--- src/rtl/mem_arbiter.sv ---
// -----------------------------------------------------------------------------
// mem_arbiter
//
// Shares one burst-oriented memory port between an I-cache (refill only) and a
// D-cache (refill or write-back). A request is granted in IDLE, the burst
// command is held in CMD until memory accepts it, LINE_WORDS data beats are
// counted in BEAT, and a one-cycle done pulse goes to the owner in DONE. When
// both caches ask at once, the one that was not granted last time wins.
//
// Ports
//   clk, rst_n                       core clock, synchronous active-low reset
//   ic_req_valid, ic_req_addr        I-cache line refill request
//   dc_req_valid, dc_req_we,
//   dc_req_addr, dc_wdata            D-cache request and write-back word
//   mem_req_valid/ready/addr/we      burst command handshake to memory
//   mem_beat_valid, mem_rdata        one data beat per cycle from memory
//   mem_wdata                        write-back word to memory
//   beat_idx                         word index within the current line
//   ic_rsp_valid, dc_rsp_valid,
//   rsp_data                         read beats routed to the owning cache
//   ic_done, dc_done                 one-cycle burst-complete pulse
//   ic_busy, dc_busy                 requester currently owns the port
// -----------------------------------------------------------------------------
module mem_arbiter #(
    parameter  int LINE_WORDS = 4,
    parameter  int ADDR_W     = 32,
    localparam int IDX_W      = $clog2(LINE_WORDS)
) (
    input  logic              clk,
    input  logic              rst_n,
    input  logic              ic_req_valid,
    input  logic [ADDR_W-1:0] ic_req_addr,
    input  logic              dc_req_valid,
    input  logic              dc_req_we,
    input  logic [ADDR_W-1:0] dc_req_addr,
    input  logic [31:0]       dc_wdata,
    output logic              mem_req_valid,
    input  logic              mem_req_ready,
    output logic [ADDR_W-1:0] mem_req_addr,
    output logic              mem_req_we,
    input  logic              mem_beat_valid,
    input  logic [31:0]       mem_rdata,
    output logic [31:0]       mem_wdata,
    output logic [IDX_W-1:0]  beat_idx,
    output logic              ic_rsp_valid,
    output logic              dc_rsp_valid,
    output logic [31:0]       rsp_data,
    output logic              ic_done,
    output logic              dc_done,
    output logic              ic_busy,
    output logic              dc_busy
);

    typedef enum logic [1:0] {
        S_IDLE,
        S_CMD,
        S_BEAT,
        S_DONE
    } state_t;

    typedef enum logic {
        OWN_IC,
        OWN_DC
    } owner_t;

    localparam logic [IDX_W-1:0] LAST_IDX = IDX_W'(LINE_WORDS - 1);

    state_t            state;
    owner_t            owner;
    owner_t            last_grant;
    logic [ADDR_W-1:0] addr_q;
    logic              we_q;
    logic [IDX_W-1:0]  idx_q;
    logic              grant_dc;

    // D-cache wins if it is alone, or if both ask and the I-cache went last.
    assign grant_dc = dc_req_valid && (!ic_req_valid || last_grant == OWN_IC);

    // NOTE: state registers use non-blocking assignments so every register in
    // this block samples pre-edge values; the reset branch is inside the
    // clocked block because reset is synchronous here.
    always_ff @(posedge clk) begin
        if (!rst_n) begin
            state      <= S_IDLE;
            owner      <= OWN_IC;
            last_grant <= OWN_IC;
            addr_q     <= '0;
            we_q       <= 1'b0;
            idx_q      <= '0;
        end else begin
            case (state)
                S_IDLE: begin
                    if (ic_req_valid || dc_req_valid) begin
                        if (grant_dc) begin
                            owner  <= OWN_DC;
                            addr_q <= dc_req_addr;
                            we_q   <= dc_req_we;
                        end else begin
                            owner  <= OWN_IC;
                            addr_q <= ic_req_addr;
                            we_q   <= 1'b0;   // I-cache only ever refills
                        end
                        state <= S_CMD;
                    end
                end
                S_CMD: begin
                    if (mem_req_ready) begin
                        idx_q <= '0;
                        state <= S_BEAT;
                    end
                end
                S_BEAT: begin
                    // Stalled beats hold everything; there is no timeout.
                    if (mem_beat_valid) begin
                        idx_q <= idx_q + IDX_W'(1);   // wraps to 0 after the last word
                        if (idx_q == LAST_IDX) begin
                            state <= S_DONE;
                        end
                    end
                end
                S_DONE: begin
                    last_grant <= owner;
                    state      <= S_IDLE;
                end
                default: state <= S_IDLE;
            endcase
        end
    end

    // Outputs are decodes of registered state; only the data paths and the
    // per-beat valids pass memory/cache inputs straight through.
    logic in_beat;
    logic rd_beat;

    assign in_beat       = (state == S_BEAT);
    assign rd_beat       = in_beat && !we_q;

    assign mem_req_valid = (state == S_CMD);
    assign mem_req_addr  = addr_q;
    assign mem_req_we    = we_q;
    assign beat_idx      = idx_q;

    assign mem_wdata     = (in_beat && we_q) ? dc_wdata  : 32'h0;
    assign rsp_data      = rd_beat           ? mem_rdata : 32'h0;
    assign ic_rsp_valid  = rd_beat && mem_beat_valid && (owner == OWN_IC);
    assign dc_rsp_valid  = rd_beat && mem_beat_valid && (owner == OWN_DC);

    assign ic_done       = (state == S_DONE) && (owner == OWN_IC);
    assign dc_done       = (state == S_DONE) && (owner == OWN_DC);
    assign ic_busy       = (state != S_IDLE) && (owner == OWN_IC);
    assign dc_busy       = (state != S_IDLE) && (owner == OWN_DC);

`ifdef SIMULATION
    // ASCII tag naming the burst that completes this cycle, for stats scraping.
    logic [8*12-1:0] stats_event;

    always_comb begin
        stats_event = '0;
        if (state == S_DONE) begin
            stats_event = (owner == OWN_IC) ? "mem_ic_burst" : "mem_dc_burst";
        end
    end
`endif

endmodule

--- config.mk ---
export PLATFORM = sky130hd
export DESIGN_NAME = mem_arbiter
export DESIGN_NICKNAME = d
export VERILOG_FILES = /design/src/rtl/mem_arbiter.sv
export SDC_FILE = /design/constraint.sdc
export NUM_CORES = 1
export LEC_CHECK = 0
export ABC_AREA = 1
export BUFFER_PORTS_ARGS = -buffer_cell sky130_fd_sc_hd__buf_2
export CORE_AREA = 2 2 94 96
export DETAILED_ROUTE_END_ITERATION = 6
export DIE_AREA = 0 0 96 98
export GPL_TIMING_DRIVEN = 0
export PLACE_DENSITY = 0.72
export SYNTH_ARGS = -nofsm -noshare
export SYNTH_HDL_FRONTEND = slang
export SYNTH_SLANG_ARGS = --single-unit
--- constraint.sdc ---
create_clock -name clk -period 1.7 [get_ports clk]
set_input_delay 0.51 -clock clk [delete_from_list [all_inputs] [get_ports clk]]
set_output_delay 0.51 -clock clk [all_outputs]
set_load 0.01 [all_outputs]
## Word-level counts from Yosys, hierarchy flattened

Cells that the tools add are included.

| cells by class | value |
|---|---|
| add/subtract/negate cells | 1 |
| multiply operators | 0 |
| divide/modulo/power cells | 0 |
| order comparisons | 0 |
| equal/unequal tests | 8 |
| shift-type cells | 0 |
| muxes and demuxes | 13 |
| bitwise operators | 2 |
| reductions and logical operators | 20 |

Operators by type and width:

| kind | count |
|---|---|
| $mux 32 | 3 |
| $mux 2 | 6 |
| $logic_and 1x1->1 | 10 |
| $pmux 2 s4 | 1 |
| $eq 2x2->1 const B | 3 |
| $ne 2x1->1 const B | 2 |
| $ne 2x2->1 const B | 2 |
| $pmux 2 s2 | 1 |
| $reduce_and 4->1 | 1 |
| $reduce_bool 2->1 | 2 |
| $reduce_and 3->1 | 1 |
| $add 2x1->2 const B | 1 |
| $eq 2x1->1 const B | 1 |
| $logic_not 1->1 | 2 |
| $logic_not 2->1 | 1 |
| $logic_or 1x1->1 | 2 |
| $mux 1 | 2 |
| $not 1->1 | 2 |
| $reduce_and 2->1 | 1 |

| word-level totals | value |
|---|---|
| bits in registers | 39 |
| bits in latches | 0 |
| RAM bits | 0 |
| memory bits (read-only) | 0 |
| memories kept | 0 |

## Depth between registers and ports, before layout

Gate-level depths: netlist of run 1.

| depth | value |
|---|---|
| depth after elaboration | 4 |
| depth in mapped cells | 9 |
| gate-level depth less buffers | 9 |

## Worst setup path after synthesis of run 1

Ideal clock, no wire load.

| timing path | value |
|---|---|
| path kind | register -> output |
| from | register state[0] |
| to | output port mem_wdata[10] |
| data arrival time | 1.192 ns |
| data required time | 1.190 ns |
| path slack | -0.002 ns |
| stages on the path, launching flop included | 6 |
| cell sequence | dfxtp_1 -> inv_1 -> ha_1 -> nand2_1 -> clkbuf_1 -> nor2_1 |

| on the way | value |
|---|---|
| word-level cells in the longest chain between the ends | 3 |

Ends and longest elaborated chain:

| what | line | RTL |
|---|---|---|
| start, declared | 68 | `state_t state;` |
| start signal, assigned | 84 | `state <= S_IDLE;` |
| start signal, assigned | 103 | `state <= S_CMD;` |
| start signal, assigned | 109 | `state <= S_BEAT;` |
| $eq 2x2->1 | 135 | `assign in_beat = (state == S_BEAT);` |
| $logic_and 1x1->1 | 143 | `assign mem_wdata = (in_beat && we_q) ? dc_wdata : 32'h0;` |
| $mux 32 | 143 |  |
| end, declared | 43 | `output logic [31:0] mem_wdata,` |

No other way between the ends.

## Worst setup path in the final report of run 1

| timing path | value |
|---|---|
| from | register state[0] |
| to | output port rsp_data[29] |

| on the way | value |
|---|---|
| word-level cells in the longest chain between the ends | 3 |

Ends and longest elaborated chain:

| what | line | RTL |
|---|---|---|
| $eq 2x2->1 | 135 |  |
| $logic_and 1x1->1 | 136 | `assign rd_beat = in_beat && !we_q;` |
| $mux 32 | 144 | `assign rsp_data = rd_beat ? mem_rdata : 32'h0;` |
| end, declared | 47 | `output logic [31:0] rsp_data,` |

No other way between the ends.

==> results of run 1 <==
## sequential cells by signal, indices dropped and copies added (netlist names)
| signal | count |
|---|---|
| mem_req_addr | 32 |
| state | 2 |
| mem_req_we | 1 |
| beat_idx | 2 |
| owner | 1 |
| last_grant | 1 |
## synth_stat cells
library cell,instances
nand3_2,1
buf_6,8
clkbuf_2,1
buf_8,3
o21ai_0,2
nor3_1,2
buf_2,3
a21oi_1,19
a21oi_2,16
inv_4,1
nor2_1,116
nand2_1,70
inv_6,1
o21ai_1,32
inv_1,78
nand2_4,1
clkbuf_1,7
o21ai_4,1
nand3_1,3
dfxtp_1,39
ha_1,6
nand2_2,11
buf_12,1
## worst max-delay path, stage by stage, from the launching register on
cell     delay, ns
dfxtp_4       0.36
inv_4         0.08
ha_4          0.18
nand2_8       0.08
buf_8         0.15
nor2_2        0.12
buf_2         0.15
## per-layer routing
layer	wire (um)	vias up
met2	5228	167
met1	3720	1565
li1	-	1770
met3	819	21
met5	0	-
met4	235	0
## power by group
group | internal [uW] | total, uW | switching (uW)
Clock | 437 | 777 | 340
Sequential | 1270 | 1490 | 220
Combinational | 1440 | 3260 | 1820
## cell families after synthesis
family,after synthesis
simple gates,204
buf+inv,103
compound gates,70
flops,39
fa+ha+maj,6
## cell type report
class	instances	area, um2
buffer	22	255.2
multi-input combinational	281	1574
tap	108	135.1
sequential	39	792.0
fill	779	3887
clock inverter	3	43.79
timing repair buffer	250	1395
inverter	80	314.1
clock buffer	5	68.82
## worst paths after layout
kind | start | end | slack [ns] | cells after the start
hold reg to reg | mem_req_addr[14] | mem_req_addr[14] | 0.51 | 2
hold / removal | dc_req_addr[1] | mem_req_addr[1] | 0.43 | 3
setup reg to reg | state[1] | mem_req_addr[15] | 0.13 | 8
setup / recovery | state[0] | rsp_data[29] | -0.21 | 6
## timing repair
action / in CTS / in global routing
pin swaps: 4 / 1
cloned: 6 / 1
buffers inserted: 3 / 2
hold endpoints to repair: 0 / 0
gates resized for setup: 52 / 71
hold buffers: 0 / 0
setup endpoints to repair: 70 / 71
## per-stage QoR
stage               power [uW]  setup WS, ns  cells  area [um2]  hold WS [ns]
floorplan                 3182     -0.001715    422        2600        0.4913
global placement          4097       -0.2822    769        3931        0.4867
detailed placement        4150       -0.3207    769        3931        0.4906
CTS                       5238       -0.1525    785        4292        0.4220
global route              5943       -0.2724    788        4578        0.4326
finish                    5525       -0.2132    788        4578        0.4330
## cell usage in the layout, fill, tap and decap left out, types with 2 or more instances in the layout
cell type / netlist / routed
a21oi_1: 19 / 19
a21oi_2: 16 / 16
buf_2: 3 / 226
buf_4: 0 / 6
buf_6: 8 / 25
buf_8: 3 / 7
clkbuf_1: 7 / 2
clkbuf_8: 0 / 9
dfxtp_1: 39 / 36
dfxtp_4: 0 / 3
ha_2: 0 / 3
ha_4: 0 / 2
inv_1: 78 / 76
inv_4: 1 / 2
nand2_1: 70 / 68
nand2_2: 11 / 11
nand2_4: 1 / 2
nand2_8: 0 / 2
nand3_1: 3 / 3
nor2_1: 116 / 75
nor2_2: 0 / 26
nor2_4: 0 / 15
nor3_2: 0 / 2
o21ai_0: 2 / 2
o21ai_1: 32 / 32
==> flow_summary_export.csv, run 1 <==
group,metric,value,unit
timing,fmax,0.5227,GHz
worst_setup_path,cp-end-kind,"primary output",
synth,yosys_warnings,0,
worst_setup_path,critPathMaxFanout,5,
run,drv_cap,0,
route,postRouteAntennaNets,0,
pwr,p_leak,0.002683,uW
layout,drive_gt1_share,53.82,%
timing,min_period_over_period,112.5,%
clock_network,cts_made_buffers,5,
synth,synthMuxAreaShare,0,%
timing,finalMaxSlewViolations,0,
layout,antenna_cells,0,
timing,fin_skew,0.01209,ns
synth,synth_top_family_by_area,"simple AND/OR/NAND/NOR gates",
global_routing,grtUsageMet3,4.552,%
timing,max_slew_margin,73.17,%
synth,synth-simple-area-share,31.28,%
synth,syn_avg_cell_area,6.161,um2
worst_setup_path,crit_required,1.19,ns
die,start_util,30.71,%
timing,finalHoldViolations,0,
run_status,outcome,"finished, violations left",
worst_setup_path,worstPathArrival,1.40,ns
global_routing,grtUsageMet2,34.40,%
global_routing,antenna_found_initial,0,
clock_network,clock_path_buffers,2,
worst_setup_path,critPathLaunchType,"register",
timing,finalSetupViolations,69,
layout,fin_util,54.08,%
route,wire_per_inst,12.70,um
global_routing,grt_overflow_total,0,
synth,synth-seq-area-share,30.03,%
synth,synth.top_cells.by_area,"dfxtp_1 (30%), nor2_1 (17%), inv_1 (11%)",
global_routing,grt.met1_usage,19.54,%
route,drtPass1Iterations,4,
route,viasPerCell,4.471,
synth,yosys.area.top_type,"dfxtp_1",
synth,synthesis.area,2600,um2
layout,syn_to_final_growth,76.08,%
clock_network,worst_skew_pair.late_latency,0.29,ns
route,drt_iter0_drc,71,
synth,synth_cell_types,23,
timing,finalSetupTns,-9.275,ns
layout,layout.nets,820,
placed_design,gp_congestion,0.8342,
pwr,p_per_area,1207,nW/um2
route,wirelength,10.00,mm
die,fp.dieH,98,um
die,die_w,96,um
clock_network,clk_pin_slew,0.08,ns
route,drcViolationCount,0,
die,die_area,9408,um2
global_routing,busiest_layer,"met2",
die,num_rows,34,
global_routing,grt_use_total,18.13,%
worst_setup_path,crit_type,"register to primary output",
timing,rsz0062_at_grt,"true",
min_path,min_path_type,"input port to register",
clock_network,cts.sink_count,39,
synth,synth_seq_cells,39,
clock_network,cts_tree,"built",
clock_network,h-tree-depth,2,
synth,syn_nets,563,
timing,worstMarginPinSlew,0.4024,ns
synth,synth_fa_ha_area_share,2.887,%
global_routing,grt_pass1_vias,3238,
timing,fin_ws,-0.2132,ns
synth,synth-compound-area-share,16.22,%
route,num_vias,3523,
run_status,violations,"setup timing",
synth,synth_cells,422,
die,boundaryPins,241,
synth,synth_top_area_share,30.03,%
global_routing,grt_pass1_wl,13.92,mm
clock_network,cts-root-buf,"clkbuf_8",
placed_design,portBuffers,239,
pwr,peakVddDrop,644.7,uV
placed_design,hpwlAfterDp,7.072,mm
timing,period_minus_slack,1.913,ns
die,core,8466,um2
synth,synth-xor-area-share,0,%
global_routing,grt_max_degree,14,
Power figures use the tool's default switching activity.
==> run 2, diff against run 1 <==
PLACE_DENSITY = unset   (was 0.72)
PLACE_DENSITY_LB_ADDON = 0.05   (was unset)
==> run 2 against run 1 <==
  * The flow still finishes with violations (setup timing)
  * Largest power group unchanged
  * Clock power down 0.9%
  * Maximum frequency rose by 2.2%
  * Non-clock buffer count increased by 4
==> flow_summary_export.csv, run 2 (same netlist as run 1, synthesis figures left out) <==
group,metric,value,unit
die,die_area,9408,um2
layout,syn_to_final_growth,86.43,%
route,drtPass1Iterations,4,
layout,final_common_cell,"buf_2",
clock_network,cts_hold_buf,0,
placed_design,dp.cells,769,
clock_network,cts-root-buf,"clkbuf_8",
pwr,switching_share,41.86,%
timing,period_minus_slack,1.871,ns
layout,stdcell_count,792,
worst_setup_path,worstPathArrival,1.36,ns
die,core,8466,um2
worst_setup_path,crit_required,1.19,ns
pwr,p_seq_share,26.3,%
timing,finalHoldWorstSlack,0.4394,ns
route,wire_per_inst,11.92,um
global_routing,grt_pass1_wl,13.55,mm
route,postRouteAntennaNets,0,
min_path,min_path_type,"input port to register",
worst_setup_path,worstReg2RegStart,"state[1]",
global_routing,busiest_layer,"met2",
timing,finalHoldViolations,0,
route,wirelength,9.442,mm
worst_setup_path,critPathLaunchType,"register",
global_routing,grt_overflow_total,0,
global_routing,grtUsageMet2,31.52,%
global_routing,antenna_found_initial,0,
global_routing,grtUsageMet3,4.244,%
timing,finalSetupViolations,70,
timing,rsz0062_at_grt,"true",
worst_setup_path,crit_chain,"ha_4 > nand2_8 > clkbuf_16 > nor2_4 > buf_6",
run_status,outcome,"finished, violations left",
pwr,pwr-share-clk,13.6,%
clock_network,worst_skew_pair.late_latency,0.29,ns
layout,layout.nets,824,
timing,max_slew_margin,73.57,%
global_routing,grt.met1_usage,21.16,%
route,viasPerCell,4.292,
worst_setup_path,crit_type,"register to primary output",
placed_design,hpwlAfterDp,6.915,mm
global_routing,grt_use_total,17.67,%
layout,multi_input_area,1697,um2
clock_network,cts.sink_count,39,
timing,fmax,0.5344,GHz
route,drcViolationCount,0,
pwr,peakVddDrop,496.5,uV
placed_design,portBuffers,239,
route,num_vias,3399,
placed_design,gp_congestion,0.7645,
timing,fin_skew,0.009523,ns
run,drv_cap,0,
timing,worstMarginPinSlew,0.3965,ns
timing,fin_ws,-0.1712,ns
route,drt_iter0_drc,74,
placed_design,preCtsSetupSlack,-0.3008,ns
global_routing,grt_max_degree,14,
worst_setup_path,critPathMaxFanout,5,
layout,ff_latch_area,789.5,um2
clock_network,clk_pin_slew,0.08,ns
worst_setup_path,critical-path-slowest-cell,"dfxtp_4",
timing,finalMaxSlewViolations,0,
layout,drive_gt1_share,55.85,%
layout,fill_cells,802,
layout,antenna_cells,0,
pwr,internal-power,3291,uW
pwr,p_per_area,1168,nW/um2
pwr,power_switching,2369,uW
worst_setup_path,max_stage_delay,0.41,ns
timing,min_period_over_period,110.1,%
die,boundaryPins,241,
die,num_rows,34,
global_routing,grt_pass1_vias,3013,
layout,final_cell_mix,"buf_2 (210), inv_1 (75), nand2_1 (67)",
die,fp.dieH,98,um
clock_network,clock_path_buffers,2,
die,die_w,96,um
timing,finalSetupTns,-8.722,ns
pwr,pwr-share-comb,60.1,%
pwr,p_leak,0.002724,uW
clock_network,cts_tree,"built",
clock_network,h-tree-depth,2,
worst_setup_path,worstSetupStartpoint,"state[1]",
min_path,worstHoldStart,"dc_req_addr[1]",
pwr,finalPower,5660,uW
worst_setup_path,cp-end-kind,"primary output",
die,start_util,30.71,%
layout,largest_reg_flops,32,
run_status,violations,"setup timing",
clock_network,cts_made_buffers,5,
[run 2: cell count changes in the layout (fill, tap and decap cells not counted), moves of 4 or more]
cell,before,now
buf_6,25,43
nor2_1,75,63
nor2_4,15,29
buf_2,226,210
clkbuf_8,9,5
[run 2: what timing repair did]
| action | 4_1_cts | 5_1_grt |
|---|---|---|
| cloned | 5 | 2 |
| setup buffers | 5 | 4 |
| pin swaps | 4 | 6 |
| resized for setup | 49 | 123 |
| setup endpoints to repair | 69 | 71 |
| hold endpoints to repair | 0 | 0 |
[run 2: layer usage]
layer  part of all wire, %  wire length, um
met1                    38             3625
met2                    53             5021
met3                   7.4              703
met4                  0.96               91
met5                     0                0
[run 2: power groups by stage]
stage	logic, uW	registers, uW	clock network (uW)
floorplan	1570	1610	0
global placement	2660	1470	0
detailed placement	2680	1470	0
CTS	2940	1490	803
global route	3770	1540	838
finish	3400	1490	770
[run 2: worst max-delay path: cells and delay by family, from the launching register on]
| family | cells | cell delay, ns |
|---|---|---|
| adders and majority gates | 1 | 0.21 |
| buffers and inverters | 2 | 0.29 |
| DFF | 1 | 0.41 |
| and+or+nand+nor | 2 | 0.17 |
[run 2: path summary, 6_finish.rpt]
check	slack [ns]	cells past startpoint	endpoint
max	-0.17	5	rsp_data[12]
min	0.44	3	mem_req_addr[1]
max reg2reg	0.13	9	mem_req_addr[16]
min reg2reg	0.51	2	mem_req_addr[28]
[run 2: final cells by class]
| type | count | share of cell area [%] |
|---|---|---|
| repair buffers | 254 | 31.78 |
| multi-input cells | 281 | 35.00 |
| flip-flops and latches | 39 | 16.29 |
| clock inverters | 3 | 0.9035 |
| inverters | 80 | 6.402 |
| clock buffers | 5 | 1.420 |
| well taps | 108 | 2.788 |
| plain buffers | 22 | 5.421 |
[run 2: per-stage QoR]
stage               cell area [um2]  utilization, %
finish                         4847           57.26
global route                   4847           57.26
CTS                            4297           50.75
detailed placement             3931           46.44
global placement               3931           46.44
floorplan                      2600               -
